### src/rtl/quad_decoder.sv
// rtl/quad_decoder.sv - quadrature decoder: sync, deglitch, step/direction and illegal-transition flagging
module quad_decoder #(
    parameter int FILTER_LEN = 3,
    parameter int ERR_W      = 2
) (
    input  logic             clk,
    input  logic             reset,
    input  logic             a_in,
    input  logic             b_in,
    output logic             step,
    output logic             up_down,
    output logic             error,
    output logic [ERR_W-1:0] err_count,
    output logic [1:0]       ab_state
);
    localparam int CW = (FILTER_LEN > 1) ? $clog2(FILTER_LEN) : 1;
    localparam int SW = $clog2(FILTER_LEN + 2);
    localparam logic [CW-1:0]    FILT_LAST   = CW'(FILTER_LEN - 1);
    localparam logic [SW-1:0]    SETTLE_LAST = SW'(FILTER_LEN + 1);
    localparam logic [ERR_W-1:0] ERR_MAX     = '1;

    typedef enum logic {
        S_INIT = 1'b0,
        S_RUN  = 1'b1
    } state_t;

    state_t         state;
    state_t         state_nxt;
    logic [1:0]     sync1;
    logic [1:0]     sync2;
    logic [1:0]     filt;
    logic [CW-1:0]  fcnt [2];
    logic [SW-1:0]  settle;
    logic           settle_done;
    logic [1:0]     diff;
    logic           step_nxt;
    logic           error_nxt;
    logic           dir_nxt;
    logic [1:0]     ab_nxt;
    logic [ERR_W-1:0] errc_nxt;

    // bit 1 carries channel A, bit 0 channel B throughout
    always_ff @(posedge clk) begin
        if (!reset) begin
            sync1 <= 2'b00;
            sync2 <= 2'b00;
        end else begin
            sync1 <= {a_in, b_in};
            sync2 <= sync1;
        end
    end

    assign settle_done = (state == S_INIT) && (settle == SETTLE_LAST);

    always_ff @(posedge clk) begin
        if (!reset) begin
            settle <= '0;
        end else if ((state == S_INIT) && !settle_done) begin
            settle <= settle + SW'(1);
        end
    end

    // Filters are frozen during INIT and preloaded directly from the synchronizer when it ends
    always_ff @(posedge clk) begin
        for (int i = 0; i < 2; i++) begin
            if (!reset) begin
                fcnt[i] <= '0;
                filt[i] <= 1'b0;
            end else if (state == S_INIT) begin
                fcnt[i] <= '0;
                if (settle_done) begin
                    filt[i] <= sync2[i];
                end
            end else if (sync2[i] == filt[i]) begin
                fcnt[i] <= '0;
            end else if (fcnt[i] == FILT_LAST) begin
                filt[i] <= sync2[i];
                fcnt[i] <= '0;
            end else begin
                fcnt[i] <= fcnt[i] + CW'(1);
            end
        end
    end

    always_ff @(posedge clk) begin
        if (!reset) begin
            state <= S_INIT;
        end else begin
            state <= state_nxt;
        end
    end

    always_comb begin
        state_nxt = state;
        if (settle_done) begin
            state_nxt = S_RUN;
        end
    end

    // ab_state doubles as the previous filtered state for transition classification
    always_comb begin
        step_nxt  = 1'b0;
        error_nxt = 1'b0;
        dir_nxt   = up_down;
        ab_nxt    = ab_state;
        errc_nxt  = err_count;
        diff      = filt ^ ab_state;
        case (state)
            S_INIT: begin
                if (settle_done) begin
                    ab_nxt = sync2;
                end
            end
            S_RUN: begin
                ab_nxt = filt;
                if (diff == 2'b11) begin
                    error_nxt = 1'b1;
                    if (err_count != ERR_MAX) begin
                        errc_nxt = err_count + ERR_W'(1);
                    end
                end else if (diff != 2'b00) begin
                    step_nxt = 1'b1;
                    // A leading B means the old A level matches the new B level
                    dir_nxt  = ~(ab_state[1] ^ filt[0]);
                end
            end
            default: begin
                ab_nxt = ab_state;
            end
        endcase
    end

    always_ff @(posedge clk) begin
        if (!reset) begin
            step      <= 1'b0;
            error     <= 1'b0;
            up_down   <= 1'b1;
            err_count <= '0;
            ab_state  <= 2'b00;
        end else begin
            step      <= step_nxt;
            error     <= error_nxt;
            up_down   <= dir_nxt;
            err_count <= errc_nxt;
            ab_state  <= ab_nxt;
        end
    end
endmodule

### config.mk
export PLATFORM = sky130hd
export DESIGN_NAME = quad_decoder
export DESIGN_NICKNAME = d
export VERILOG_FILES = /design/src/rtl/quad_decoder.sv
export SDC_FILE = /design/constraint.sdc
export NUM_CORES = 1
export LEC_CHECK = 0
export CAP_MARGIN = 20
export CORE_ASPECT_RATIO = 2
export CORE_MARGIN = 3
export CORE_UTILIZATION = 28
export CTS_CLUSTER_SIZE = 30
export DETAILED_ROUTE_END_ITERATION = 8
export PLACE_DENSITY_LB_ADDON = 0.3
export SYNTH_ARGS = -nofsm -noshare
export SYNTH_HDL_FRONTEND = slang
export SYNTH_SLANG_ARGS = --single-unit
### constraint.sdc
create_clock -name clk -period 3.33 [get_ports clk]
set_input_delay 0.666 -clock clk [delete_from_list [all_inputs] [get_ports clk]]
set_output_delay 0.666 -clock clk [all_outputs]
set_load 0.005 [all_outputs]
==> summary.md, run 1 <==
| Metric | Value |
|---|---|
| First-pass GRT wire length | ~2.8 mm |
| PwrDens | approximately 560 nW/um2 |
| Met2 Usage GRT | 17.2% |
| Depth of the CTS H-tree | 1 |
| GRT busiest layer | met2 |
| Total clock sinks | 21 |
| Slowest CP cell | clkdlybuf4s50_1 |
| Worst hold slack | approximately 0.44 ns |
| Vias in the first global route | 667 |
| Leak Pwr | 0.389 nW |
| Starting Density | between 20% and 30% |
| # diodes | 0 |
| CTS tree | done |
| Register area | about 460 um2 |
| Largest area contributor in the netlist | dfxtp_1 |
| Outcome | complete, no violations |
| Filler cells | between 300 and 400 |
| Num CTS Buffers | 3 |
| Final Skew | ~0.0042 ns |
| Hold buffer count at cts | 0 |
| CP required | 2.66 ns |
| Minimum clock period after layout | 1.91 ns |
| Period utilisation layout | 57.3% |
| TNS Setup | 0 ns |
| Setup violators final | 0 |
| Global routing usage on met1 | under 10% |
| Gpl congestion | 0.728 |
| Switching power | around 180 uW |
| Layout cells sized above 1 | roughly 6.7% |
| Dpl hpwl | about 1.3 mm |
| Skew-Pair Late Insertion Delay | around 0.26 ns |
| Clock network fraction of design power | between 20% and 30% |
| Xor/xnor cell area share of the yosys netlist | roughly 7.5% |
| Final ANT Viol Nets | 0 |
| Total track usage | about a tenth |
| CP endpoint kind | primary output |
| Pin count of the biggest net entering global routing | 13 |
| CP peak stage delay | 0.54 ns |
| Seq/Total Area, Yosys | slightly below 50% |
| Seq pwr share | 51.8% |
| Critical Path AT | 1.24 ns |
| Buf/Inv on CP | 1 |
| Num rows | 29 |
| Reg clk slew, reported paths | approximately 0.070 ns |
| Worst Path Max Fanout | 4 |
| First drt pass iteration count | 3 |
| Critical Path, Cell by Cell | clkdlybuf4s50_1 |
| WL final | 1.55 mm |
| Top-Level Pins | 11 |
| Final Util | 34.6% |
| Crit path kind | flip-flop to primary output |
| DIE AREA | 4110 um2 |
| Hold WC Path Type | flip-flop to flip-flop |
| Peak supply drop | 283 uV |
| Setup repair bufs after CTS | 0 |
| PortBufs | 10 |
| Multi-input logic area | about 430 um2 |
| Synth Area in Adders | under 10% |
| Post-CTS sizing | 0 |
| Final #Nets | about 110 |
| Routed length per instance | between 10 and 15 um |
| Grt ovf | 0 |
| DR vias | between 600 and 700 |
| Initial antenna violation count | 0 |
| Mux cell area share after synthesis | under 10% |
| Final Hold Vio Count | 0 |
| Syn Inst Count | 90 |
| RSZ-0062 raised after global routing | no |
| Sw frac | between 20% and 30% |
| Layout Area Growth over Synthesis | 18.1% |
| M3 GR Usage | 0.617% |
| Startpoint Class | flip-flop |
| Synth top area share | a little over a third |
| Area contributors post-synth | dfxtp_1 (36%), edfxtp_1 (13%), xnor2_1 (7.5%), ha_1 (6.7%), mux2i_1 (4.3%) |
| CP top delay family | buffers and inverters |
| Die width | 46.9 um |
| Syn Area/Cell | approximately 10 um2 |
| Root buffer cell | clkbuf_8 |
| Core Area | ~3200 um2 |
| Post-synthesis simple-gate area fraction | 16.3% |
| Die height | 87.7 um |
| Yosys cell types | 25 |
| Mapped cell area | between 900 and 1000 um2 |
| Combinational cell fraction of total power | roughly 22% |
| DRC | 0 |
| Clock Path Buffers | 2 |
| Fin. max-slew vios | 0 |
| Synth Area in Compound Gates | about a tenth |
| Yosys reg bits | 21 |
| Yosys Warn Count | 0 |
| Pint | 437 uW |
| Max frequency | about 0.52 GHz |
| First-iteration detailed-routing DRC count | 17 |
| Total of max-cap violations | 0 |
| Largest family of logic cells by synthesized area | simple AND/OR/NAND/NOR gates |
| Vias/cell | 4.85 |
==> stage by stage <==
stage	instances	setup slack [ns]	area, um2	total power [mW]
6_report	135	1.42	1100	0.615
5_1_grt	135	1.29	1100	0.661
4_1_cts	135	1.40	1100	0.627
3_5_place_dp	131	1.15	1060	0.460
3_3_place_gp	131	1.21	1060	0.450
2_1_floorplan	93	2.06	946	0.418
==> cells by family (layout without fill, tap and decap cells) <==
| group | Yosys count | in the layout |
|---|---|---|
| other | 1 | 4 |
| buffers and inverters | 10 | 21 |
| adders and majority gates | 5 | 5 |
| DFF | 21 | 21 |
| AOI/OAI and AO/OA | 14 | 14 |
| and+or+nand+nor | 27 | 27 |
| muxes | 4 | 4 |
| xor gates and xnor gates | 8 | 8 |
==> sequential cells by signal (all words and copies together), names as in the netlist, 2 cells and up <==
register	cells
fcnt	4
settle	3
ab_state	2
err_count	2
filt	2
sync1	2
sync2	2
==> layout by cell type, fill, tap and decap left out, types with 2 or more instances in the layout <==
master           count
dfxtp_1             17
clkbuf_8             3
and2_1               4
nor4_1               4
edfxtp_1             4
nand2_1              6
nand3_1              2
xnor2_1              8
a21bo_2              2
nor2_1               5
ha_1                 5
mux2i_1              4
o21ai_0              2
inv_1                6
a21oi_1              5
clkdlybuf4s50_1     10
a211oi_1             3
nand2b_1             3
conb_1               4
==> path summary, 6_finish.rpt <==
| check | cells after the start | slack, ns | to | startpoint |
|---|---|---|---|---|
| setup / recovery | 1 | 1.42 | ab_state[0] | ab_state[0] |
| hold / removal | 1 | 0.44 | sync2[1] | sync1[1] |
| setup reg to reg | 5 | 2.00 | filt[0] | settle[0] |
| hold reg to reg | 1 | 0.44 | sync2[1] | sync1[1] |
==> routing by layer <==
| metal | part of all wire, % | vias up |
|---|---|---|
| met5 | 0 | - |
| met4 | 4.5 | 0 |
| li1 | - | 332 |
| met2 | 58 | 10 |
| met1 | 35 | 308 |
| met3 | 2.4 | 5 |
==> power by group through the flow <==
stage / sequential (mW) / combinational [mW] / clock [mW]
after detailed placement: 0.325 / 0.135 / 0
after global routing: 0.323 / 0.152 / 0.187
after floorplan: 0.314 / 0.104 / 0
final: 0.318 / 0.133 / 0.164
after CTS: 0.319 / 0.135 / 0.173
after global placement: 0.322 / 0.128 / 0
==> synthesized netlist by cell type <==
| library cell | instances |
|---|---|
| or3_1 | 1 |
| mux2i_1 | 4 |
| xnor2_1 | 8 |
| edfxtp_1 | 4 |
| buf_6 | 2 |
| nand3_1 | 2 |
| and2_1 | 4 |
| o21ai_0 | 2 |
| nand2_1 | 6 |
| clkinv_1 | 1 |
| nor4_1 | 4 |
| buf_2 | 1 |
| a21o_1 | 1 |
| a211oi_1 | 3 |
| conb_1 | 1 |
| a21oi_1 | 5 |
| inv_1 | 6 |
| nor4_4 | 1 |
| nand2b_1 | 3 |
| a31oi_1 | 1 |
| dfxtp_1 | 17 |
| nor3_1 | 1 |
| a21bo_2 | 2 |
| nor2_1 | 5 |
| ha_1 | 5 |
==> final cells by class <==
cell class,instances,share of cell area (%)
flip-flops and latches,21,41.7
multi-input cells,62,39.1
repair buffers,10,9.07
clock buffers,3,3.74
well taps,31,3.51
inverters,7,2.38
clock inverters,1,0.454
Power figures use the tool's default switching activity.
==> run 2, diff against run 1 <==
==> constraint.sdc (replaced) <==
create_clock -name clk -period 1.85 [get_ports clk]
set_input_delay 0.37 -clock clk [delete_from_list [all_inputs] [get_ports clk]]
set_output_delay 0.37 -clock clk [all_outputs]
set_load 0.005 [all_outputs]
==> run 2 against run 1 <==
  * Clock power is 79% higher
  * Sequential share of layout area fell by 0.56 points
  * Design area rose by 1.4%
  * Critical path depth unchanged
  * Combinational power increased by 85%
  * Clock skew increased by 0.00092 ns
  * Register-to-register slack got worse by 1.5 ns
  * Final cell count is 1.5% higher
  * Setup slack got worse by 1.2 ns
  * Core utilization is 0.47 points higher
  * Die area did not move
  * Wire length up 6.0%
==> summary.md, run 2 (synthesis results as in run 1) <==
| Metric | Value |
|---|---|
| Outcome | complete, no violations (unchanged) |
| Depth of the CTS H-tree | 1 (unchanged) |
| Total track usage | 10.1% (was 9.61%) |
| Post-CTS sizing | 0 (unchanged) |
| Hold WC Path Type | flip-flop to flip-flop (unchanged) |
| R2R setup slack | 0.50 ns (was 2.00 ns) |
| Slowest CP cell | clkdlybuf4s50_1 (unchanged) |
| DRC | 0 (unchanged) |
| Clock Path Buffers | 2 (unchanged) |
| Hold buffer count at cts | 0 (unchanged) |
| Worst Path Max Fanout | 4 (unchanged) |
| Period utilisation layout | approximately 87% |
| Skew-Pair Late Insertion Delay | 0.26 ns (about the same) |
| Vias in the first global route | 706 (was 667) |
| Crit path kind | flip-flop to primary output (unchanged) |
| # diodes | 0 (unchanged) |
| Met2 routed WL | 981 um (was 904 um) |
| Gpl congestion | 0.853 (was 0.728) |
| Total of max-cap violations | 0 (unchanged) |
| DR vias | 663 (was 655) |
| Final ANT Viol Nets | 0 (unchanged) |
| DIE AREA | 4110 um2 (unchanged) |
| Final Hold Vio Count | 0 (unchanged) |
| CP endpoint kind | primary output (unchanged) |
| Initial antenna violation count | 0 (unchanged) |
| WL final | 1.64 mm (was 1.55 mm) |
| Setup repair bufs after CTS | 0 (unchanged) |
| Grt ovf | 0 (unchanged) |
| CP required | 1.48 ns (was 2.66 ns) |
| Final Power | 1.11 mW (was 615 uW) |
| PwrDens | 994 nW/um2 (was 557 nW/um2) |
| Core Area | 3190 um2 (unchanged) |
| TNS Setup | 0 ns (unchanged) |
| Setup violators final | 0 (unchanged) |
| Num rows | 29 (unchanged) |
| Leak Pwr | 0.399 nW (was 0.389 nW) |
| First drt pass iteration count | 4 (was 3) |
| Buf/Inv on CP | 1 (unchanged) |
| PortBufs | 10 (unchanged) |
| Dpl hpwl | 1.36 mm (was 1.27 mm) |
| Layout cells sized above 1 | 8.49% (was 6.73%) |
| First-iteration detailed-routing DRC count | 16 (was 17) |
| Largest Register | fcnt (unchanged) |
| Worst hold slack | 0.434 ns (was 0.443 ns) |
| Final #Nets | 116 (was 114) |
| Leading cell type in the layout, fill and taps excluded | dfxtp_1 (unchanged) |
| Largest registers | fcnt (4), settle (3) (unchanged) |
| Register area | 460 um2 (unchanged) |
| Max FFs per register | 4 (unchanged) |
| Critical Path, Cell by Cell | clkdlybuf4s50_1 (unchanged) |
| Root buffer cell | clkbuf_8 (unchanged) |
| M1 WL | 578 um (was 537 um) |
| Startpoint Class | flip-flop (unchanged) |
| Routed length per instance | 12.0 um (was 11.5 um) |
| Vias/cell | 4.84 (was 4.85) |
| Layout Area Growth over Synthesis | 19.7% (was 18.1%) |
| CP top delay family | buffers and inverters (unchanged) |
| Minimum clock period after layout | between 1.5 and 2 ns |
| CTS tree | done (unchanged) |
| Met3 WL post-DR | 38 um (was 37 um) |
| Multi-input logic area | 432 um2 (unchanged) |
| Peak supply drop | 555 uV (was 283 uV) |
| Die width | 46.9 um (unchanged) |
| Most frequent cells in the layout | dfxtp_1 (17), clkdlybuf4s50_1 (10), xnor2_1 (8), inv_1 (6), nand2_1 (6) (unchanged) |
| Final Skew | 0.00514 ns (was 0.00422 ns) |
| Die height | 87.7 um (unchanged) |
| Reg clk slew, reported paths | 0.07 ns (about the same) |
| Total clock sinks | 21 (unchanged) |
| Starting Density | 29.3% (unchanged) |
| Filler cells | 342 (was 340) |
| Pin count of the biggest net entering global routing | 13 (unchanged) |
| Top-Level Pins | 11 (unchanged) |
| CP peak stage delay | 0.55 ns (was 0.54 ns) |
| Max frequency | about 0.62 GHz |
| Critical Path AT | 1.24 ns (about the same) |
| Fin. max-slew vios | 0 (unchanged) |
| RSZ-0062 raised after global routing | no (unchanged) |
| First-pass GRT wire length | 2.94 mm (was 2.77 mm) |
| Top sig layer | met4 (unchanged) |
| Num CTS Buffers | 3 (unchanged) |
## run 2: stage by stage
| stage | std cells | utilization (%) | cell area, um2 | setup slack, ns |
|---|---|---|---|---|
| global route | 137 | 35.0 | 1120 | 0.190 |
| detailed placement | 133 | 33.6 | 1070 | 0.293 |
| floorplan | 93 | - | 946 | 0.581 |
| global placement | 133 | 33.6 | 1070 | 0.359 |
| finish | 137 | 35.0 | 1120 | 0.241 |
| CTS | 137 | 35.0 | 1120 | 0.222 |
## run 2: area by class of cell
class	count	share of cell area (%)
clock buffers	3	3.69
clock inverters	1	0.447
inverters	7	2.35
multi-input cells	62	38.6
flip-flops and latches	21	41.2
well taps	31	3.47
repair buffers	12	10.3
## run 2: per-layer routing
layer / vias up / global-route usage [%]
li1: 335 / -
met4: 0 / 7.30
met2: 11 / 18.3
met3: 4 / 1.44
met1: 313 / 9.17
met5: - / 0
## run 2: final timing paths
kind                            cells past startpoint      endpoint        start
worst min register to register                      1      sync2[0]     sync1[0]
worst min-delay path                                1      sync2[0]     sync1[0]
worst max register to register                      3  err_count[0]        state
worst max-delay path                                1   ab_state[1]  ab_state[1]
## run 2: where the power goes
group / internal, mW / total, mW / switching, mW
clock: 0.150 / 0.293 / 0.143
combinational: 0.123 / 0.246 / 0.123
sequential: 0.517 / 0.573 / 0.0567
total: 0.789 / 1.11 / 0.323
## run 2: worst register-to-register path: cells and delay by family (launching register included)
kind / cells / cell delay (ns)
flops: 1 / 0.55
mux: 1 / 0.22
simple gates: 1 / 0.36
buf+inv: 1 / 0.16
